<file path="src/rtl/seven_seg_scanner_if.sv">
// Pin bundle between the BCD counter chain / board pins and the seven-segment scanner.
// Master drives the digit data and enable; slave (the scanner) drives Seg/An/Dp.
interface seven_seg_scanner_if;
    logic        Enable;
    logic [15:0] DataIn;
    logic [3:0]  DpIn;
    logic [6:0]  Seg;
    logic [3:0]  An;
    logic        Dp;

    modport master (output Enable, DataIn, DpIn, input Seg, An, Dp);
    modport slave  (input Enable, DataIn, DpIn, output Seg, An, Dp);
endinterface

</file>
<file path="src/rtl/seven_seg_scanner.sv">
// Time-multiplexed 4-digit seven-segment driver with registered, active-low outputs.
// Optional leading-zero blanking of digits 3..1 when LEADING_ZERO_BLANK_EN is defined.
module seven_seg_scanner #(
    parameter int unsigned REFRESH_DIV = 100000,
    parameter int unsigned DIV_WIDTH   = 17
) (
    input logic                 Clk,
    input logic                 Reset,
    seven_seg_scanner_if.slave  bus
);

    logic [DIV_WIDTH-1:0] pre_cnt_q, pre_cnt_d;
    logic [1:0]           sel_q, sel_d;
    logic [3:0]           an_q, an_d;
    logic [6:0]           seg_q, seg_d;
    logic                 dp_q, dp_d;
    logic [3:0]           nib;
    logic                 blank;

    function automatic logic [6:0] decode(input logic [3:0] d);
        unique case (d)
            4'd0:    decode = 7'b1000000;
            4'd1:    decode = 7'b1111001;
            4'd2:    decode = 7'b0100100;
            4'd3:    decode = 7'b0110000;
            4'd4:    decode = 7'b0011001;
            4'd5:    decode = 7'b0010010;
            4'd6:    decode = 7'b0000010;
            4'd7:    decode = 7'b1111000;
            4'd8:    decode = 7'b0000000;
            4'd9:    decode = 7'b0010000;
            default: decode = 7'b0111111;
        endcase
    endfunction

    always_comb begin
        unique case (sel_q)
            2'd0:    nib = bus.DataIn[3:0];
            2'd1:    nib = bus.DataIn[7:4];
            2'd2:    nib = bus.DataIn[11:8];
            default: nib = bus.DataIn[15:12];
        endcase
    end

`ifdef LEADING_ZERO_BLANK_EN
    // lead_zero[i]: digit i and every digit above it are zero; digit0 is never blanked.
    logic [3:0] lead_zero;
    always_comb begin
        lead_zero[3] = (bus.DataIn[15:12] == 4'h0);
        lead_zero[2] = lead_zero[3] && (bus.DataIn[11:8] == 4'h0);
        lead_zero[1] = lead_zero[2] && (bus.DataIn[7:4] == 4'h0);
        lead_zero[0] = 1'b0;
        blank        = lead_zero[sel_q];
    end
`else
    assign blank = 1'b0;
`endif

    always_comb begin
        pre_cnt_d = pre_cnt_q;
        sel_d     = sel_q;
        an_d      = 4'b1111;
        seg_d     = 7'b1111111;
        dp_d      = 1'b1;
        if (bus.Enable) begin
            if (pre_cnt_q == DIV_WIDTH'(REFRESH_DIV - 1)) begin
                pre_cnt_d = '0;
                sel_d     = sel_q + 2'd1;
            end else begin
                pre_cnt_d = pre_cnt_q + DIV_WIDTH'(1);
            end
            an_d  = ~(4'b0001 << sel_q);
            seg_d = blank ? 7'b1111111 : decode(nib);
            dp_d  = ~bus.DpIn[sel_q];
        end
    end

    always_ff @(posedge Clk or negedge Reset) begin
        if (!Reset) begin
            pre_cnt_q <= '0;
            sel_q     <= 2'd0;
            an_q      <= 4'b1111;
            seg_q     <= 7'b1111111;
            dp_q      <= 1'b1;
        end else begin
            pre_cnt_q <= pre_cnt_d;
            sel_q     <= sel_d;
            an_q      <= an_d;
            seg_q     <= seg_d;
            dp_q      <= dp_d;
        end
    end

    assign bus.An  = an_q;
    assign bus.Seg = seg_q;
    assign bus.Dp  = dp_q;

endmodule

</file>
<file path="src/flat_wrapper.sv">
// flat-port wrapper written by rule: the top's interface ports become plain ports
module seven_seg_scanner_flat 
#(
    parameter int unsigned REFRESH_DIV = 100000,
    parameter int unsigned DIV_WIDTH   = 17
)
  (Clk, Reset, bus_Enable, bus_DataIn, bus_DpIn, bus_Seg, bus_An, bus_Dp);
  seven_seg_scanner_if bus_i ();
  input logic Clk;
  input logic Reset;
  input wire logic [$bits(bus_i.Enable)-1:0] bus_Enable;
  input wire logic [$bits(bus_i.DataIn)-1:0] bus_DataIn;
  input wire logic [$bits(bus_i.DpIn)-1:0] bus_DpIn;
  output wire logic [$bits(bus_i.Seg)-1:0] bus_Seg;
  output wire logic [$bits(bus_i.An)-1:0] bus_An;
  output wire logic [$bits(bus_i.Dp)-1:0] bus_Dp;
  assign bus_i.Enable = bus_Enable;
  assign bus_i.DataIn = bus_DataIn;
  assign bus_i.DpIn = bus_DpIn;
  assign bus_Seg = bus_i.Seg;
  assign bus_An = bus_i.An;
  assign bus_Dp = bus_i.Dp;
  seven_seg_scanner #(.REFRESH_DIV(REFRESH_DIV), .DIV_WIDTH(DIV_WIDTH)) u_core (.Clk(Clk), .Reset(Reset), .bus(bus_i));
endmodule
</file>
<file path="config.mk">
export PLATFORM = sky130hd
export DESIGN_NAME = seven_seg_scanner_flat
export DESIGN_NICKNAME = d
export VERILOG_FILES = /design/src/rtl/seven_seg_scanner_if.sv /design/src/rtl/seven_seg_scanner.sv /design/src/flat_wrapper.sv
export SDC_FILE = /design/constraint.sdc
export NUM_CORES = 1
export LEC_CHECK = 0
export BUFFER_PORTS_ARGS = -buffer_cell sky130_fd_sc_hd__buf_2
export CORE_AREA = 2 2 62 64
export CTS_CLUSTER_SIZE = 14
export DETAILED_ROUTE_END_ITERATION = 7
export DIE_AREA = 0 0 64 66
export GPL_TIMING_DRIVEN = 0
export MAX_ROUTING_LAYER = met4
export PLACE_DENSITY_LB_ADDON = 0.05
export SLEW_MARGIN = 20
export SYNTH_ARGS = -nofsm -noshare
export SYNTH_HDL_FRONTEND = slang
export SYNTH_SLANG_ARGS = --single-unit
</file>
<file path="constraint.sdc">
create_clock -name Clk -period 1.8 [get_ports Clk]
set_input_delay 0.09 -clock Clk [delete_from_list [all_inputs] [get_ports Clk]]
set_output_delay 0.09 -clock Clk [all_outputs]
set_load 0.1 [all_outputs]
</file>
# Word level (Yosys, flattened, before mapping)
# Memories as Yosys holds them, arrays and structs flattened.
# Cells that the tools add are included.
op_classes:
  addsub: 2
  order_cmp: 1
  eq_ne: 3
  shift: 1
  muxes: 7
  bitwise_logic: 2
  n_reduce_logical: 2
ops:
  columns: ["operator", "count"]
  rows:
  - ["17-bit by 1-bit adder with 17-bit output, second input constant", 1]
  - ["17-bit == test, second input constant", 1]
  - ["17-bit 2-to-1 mux", 1]
  - ["4-bit case mux with 3 select lines", 1]
  - ["7-bit 2-to-1 mux", 1]
  - ["4-bit 2-to-1 mux", 1]
  - ["4-bit NOT", 1]
  - ["1-bit by 2-bit << shifter with 4-bit output, first input constant", 1]
  - ["2-bit by 3-bit less-than comparator with 1-bit output, second input constant", 1]
  - ["2-bit by 1-bit adder with 2-bit output, second input constant", 1]
  - ["1-bit binary-select mux with 2-bit select", 1]
  - ["2-bit by 1-bit == test with 1-bit output, second input constant", 1]
  - ["2-bit == test, second input constant", 1]
  - ["2-bit logical NOT", 1]
  - ["1-bit 2-to-1 mux", 2]
  - ["2-bit AND reduction", 1]
  - ["1-bit NOT", 1]
totals:
  ff_bits: 31
  rom_bits: 112
  inputBits: 23
  output_inout_bits: 12
  wordCells: 24
  mem_count: 1
memory_table:
  columns: ["memory", "words", "word_bits", "read_ports", "rd_ports_with_merged_regs", "write_ports", "line_no", "source"]
  rows:
  - ["(name not given)", 16, 7, 1, 0, 0, "seven_seg_scanner.sv:21", "unique case (d)"]

# Logic depth before layout (Yosys ltp)
depth:
  word_depth: 4
  depth_mapped: 9

# Worst setup path after synthesis
# Ideal clock, no wire load.
synth_timing:
  path_kind: "register to register"
  from: "reg u_core.sel_q[0]"
  to: "reg u_core.seg_q[0], in the netlist u_core.bus.Seg[0]"
  setup_time_ps: 65
  arrival_time_ps: 1947
  slack_ps: -212
  stages_incl_launch_ff: 7
  synth_period_minus_slack_ps: 2012
  path_cell_list: "dfrtp_1 -> inv_1 -> ha_1 -> a222oi_1 -> mux2i_2 -> or4b_4 -> nand3_1"
synth_via:
  elab_chain_len: 4
  word_cells_on_any_way: 6
synth_rtl:
  columns: ["item", "line_no", "source"]
  rows:
  - ["start: declaration", "seven_seg_scanner.sv:13", "logic [1:0] sel_q, sel_d;"]
  - ["start signal: assignment", "seven_seg_scanner.sv:87", "sel_q <= sel_d;"]
  - ["2-bit == test, or another cell as far along", "seven_seg_scanner.sv:37", "unique case (sel_q)"]
  - ["4-bit case mux with 3 select lines (*)", "seven_seg_scanner.sv:37", null]
  - ["memory 16 x 7 bit (*)", null, null]
  - ["7-bit 2-to-1 mux (*)", "seven_seg_scanner.sv:65", "if (bus.Enable) begin"]
  - ["net u_core.seg_d[0]", "seven_seg_scanner.sv:15", "logic [6:0] seg_q, seg_d;"]
  - ["end signal: assignment", "seven_seg_scanner.sv:89", "seg_q <= seg_d;"]
  - ["end: declaration", "seven_seg_scanner.sv:15", null]
# The timed path passes the listed nets; every way through them passes the cells marked *.
# A chain may end at the register's enable or synchronous reset.

# Final worst setup path
layout_timing:
  from: "reg u_core.sel_q[1]"
  to: "reg u_core.seg_q[3], in the netlist u_core.bus.Seg[3]"
# Same word-level chain as after synthesis.

==> impl_metrics.json <==
{
  "grt_setup_unrepaired": "true",
  "maxSlewViolCount": 0,
  "synth-seq-cells": 31,
  "final_cells": 262,
  "holdCritPathClass": "in -> reg",
  "route.detailed.drc": 0,
  "finalWorstSetupSlack_ns": -0.198,
  "peakVddDrop_mv": 0.424,
  "slew_headroom": 0.565,
  "skew_ns": 0.00699,
  "crit_fanout": 7,
  "critPathCaptureType": "flop",
  "crit_required_ns": 2.05,
  "grt_pass1_wl_mm": 5.84,
  "fin_crit_sh": 1.11,
  "grt_pass1_vias": 1395,
  "drive_gt1_frac": 0.439,
  "synthCells": 157,
  "finalSetupViolations": 7,
  "cts-root-buf": "clkbuf_4",
  "max_cap_violations": 0,
  "syn_avg_cell_area_sq_um": 10.4,
  "path_cells": "buf_4 > ha_1 > clkbuf_4 > mux2i_4 > inv_1 > ha_1 > inv_1 > o21ai_1 > nand3_2",
  "cp.buffers_inverters": 4,
  "synth-edff-count": 0,
  "ios": 35,
  "seq_area_frac_synth": 0.482,
  "post_drt_wl_per_cell_microns": 13.3,
  "ys_types": 33,
  "synth_async_sr_flop_share": 1.00,
  "clock_latency_ns": 0.34,
  "area_growth_pct": 31.0,
  "finalWirelength_mm": 3.48,
  "diodes": 0,
  "syn-cell-area_sq_um": 1640,
  "core_sq_um": 3550,
  "yosys_warnings": 0,
  "hold_viol": 0,
  "htree_levels": 2,
  "cp_data_arrival_time_ns": 2.25,
  "overflow": 0,
  "cts.sinks": 31,
  "clk_path_buf_depth": 2,
  "worst_pin_slew_ns": 0.653,
  "antenna_left": 0,
  "portBuffers": 34,
  "slowest_stage": "dfrtp_2",
  "ys.flop_type": "dfrtp_1",
  "cp-start-kind": "flop",
  "num-nets-final": 245,
  "syn_nets": 189,
  "holdPathEnd": "u_core.bus.Dp$_DFF_PN1_",
  "finalCriticalPeriod_ns": 2.00,
  "antenna_found_initial": 0,
  "violations": "negative setup slack",
  "globalplace.congestion": 0.847,
  "criticalPathCategory": "reg -> reg",
  "drt_iter0_markers": 71,
  "routed-via-count": 1363,
  "vias_per_cell": 5.20,
  "path_clk_slew_ns": 0.09,
  "cts_made_buffers": 5,
  "max_stage_delay_ns": 0.45,
  "r2r_setup_slack_ns": -0.20,
  "hold_start": "bus_DpIn[3]",
  "r2r-end": "u_core.bus.Seg[3]$_DFF_PN1_",
  "fmax_mhz": 501,
  "timing.rr.start": "u_core.sel_q[1]$_DFFE_PN0P_",
  "grt_max_degree": 32,
  "dp.cells": 239,
  "finalSetupTns_ns": -0.990,
  "status": "finished, violations left",
  "hpwl_mm": 2.47,
  "drt_pass1_iterations": 4,
  "powerDensity_nw_per_um2": 740,
  "cts_tree": "done",
  "p_leak_nw": 0.946,
  "dieWidth_microns": 64,
  "critPathTopFamily": "adder cells",
  "reg2regPathDepth": 9,
  "die_h_microns": 66,
  "rows": 22,
  "grt.total_usage": 0.187,
  "die-area_sq_um": 4220,
  "hold_depth": 3,
  "start_util": 0.462
}
-- cells by family (layout without fill, tap and decap cells) --
logic type,after synthesis,after routing,share of synthesized area
mux,9,9,0.0664
compound gates,22,22,0.0923
xor+xnor,13,13,0.0694
fa+ha+maj,9,9,0.0687
simple gates,53,53,0.174
buf+inv,20,77,0.0473
flops,31,31,0.482
-- flip-flops by register name (all words and copies together), names as in the netlist --
| name | count |
|---|---|
| u_core.pre_cnt_q | 17 |
| u_core.bus.Seg | 7 |
| u_core.bus.An | 4 |
| u_core.sel_q | 2 |
| u_core.bus.Dp | 1 |
-- how the worst max path moves through the flow --
stage	start	endpoint	slack [ns]	depth (start not counted)
floorplan	u_core.sel_q[0]$_DFFE_PN0P_	u_core.bus.Seg[0]$_DFF_PN1_	-0.17	6
global placement	u_core.sel_q[0]$_DFFE_PN0P_	u_core.bus.Seg[2]$_DFF_PN1_	-0.31	8
detailed placement	u_core.sel_q[0]$_DFFE_PN0P_	u_core.bus.Seg[0]$_DFF_PN1_	-0.34	6
CTS	u_core.sel_q[1]$_DFFE_PN0P_	u_core.bus.Seg[0]$_DFF_PN1_	-0.22	6
global route	u_core.sel_q[1]$_DFFE_PN0P_	u_core.bus.Seg[0]$_DFF_PN1_	-0.30	6
finish	u_core.sel_q[1]$_DFFE_PN0P_	u_core.bus.Seg[3]$_DFF_PN1_	-0.20	9
-- routing by layer --
layer	up-vias	track usage	wire length (microns)
li1	669	-	-
met1	659	0.193	1470
met2	29	0.329	1790
met3	6	0.0460	138
met4	0	0.0978	75
met5	-	-	0
-- stage by stage --
step / hold slack (ns) / cell area [sq um] / total power, W / utilization / setup slack [ns]
4_1_cts: 0.0736 / 2070 / 0.00159 / 0.582 / -0.224
5_1_grt: 0.0972 / 2150 / 0.00167 / 0.605 / -0.302
3_3_place_gp: 0.152 / 1910 / 0.00116 / 0.537 / -0.313
3_5_place_dp: 0.169 / 1910 / 0.00117 / 0.537 / -0.345
6_report: 0.0861 / 2150 / 0.00159 / 0.605 / -0.198
2_1_floorplan: -0.206 / 1680 / 0.00108 / - / -0.165
-- layout make-up --
cell class | count | area [sq um]
fillers | 296 | 1400
multi-input cells | 106 | 861
flip-flops and latches | 31 | 793
repair buffers | 49 | 289
well taps | 48 | 60.1
clock buffers | 8 | 48.8
inverters | 13 | 48.8
plain buffers | 7 | 47.5
-- synthesized netlist by cell type (all sizes together), types with 3 or more instances --
cell type  count  share of area
a222oi         4          0.024
o21ai          7          0.021
nand4          8          0.031
clkbuf         5          0.011
mux2i          6          0.039
nor2           8          0.018
nand3          8          0.024
inv           13          0.030
nand2         15          0.034
a21oi          4          0.012
dfstp         12           0.19
dfrtp         19           0.29
and3           3          0.011
ha             9          0.069
xnor2         13          0.069
-- power breakdown --
part | switching [W] | total (W) | internal, W
combinational | 0.000220 | 0.000358 | 0.000137
sequential | 0.0000759 | 0.000848 | 0.000772
clock | 0.000229 | 0.000384 | 0.000155
-- timing repair --
| item | CTS | global route |
|---|---|---|
| hold endpoints to repair | 19 | 0 |
| gates resized for setup | 11 | 15 |
| setup buffers | 11 | 3 |
| pin swaps | 3 | 6 |
| hold buffers | 1 | 0 |
| setup endpoints to repair | 8 | 8 |
-- placed cells by master, fill, tap and decap left out, drive strengths merged, types with 2 or more instances in the layout --
| master | instances |
|---|---|
| nand2 | 15 |
| nand4 | 8 |
| mux2i | 6 |
| mux2 | 2 |
| buf | 50 |
| nor3 | 2 |
| and3 | 3 |
| o21ai | 7 |
| a222oi | 4 |
| inv | 13 |
| nand3 | 8 |
| o311ai | 2 |
| nor4bb | 2 |
| dfrtp | 19 |
| and4 | 2 |
| a211oi | 2 |
| clkbuf | 13 |
| xnor2 | 13 |
| a21oi | 4 |
| ha | 9 |
| nor2 | 8 |
| dfstp | 12 |
-- worst min-delay path, stage by stage --
cell and delay, ns:
buf_2 0.07, mux4_2 0.21, nand2_1 0.05
(Power assumes the default switching activity.)
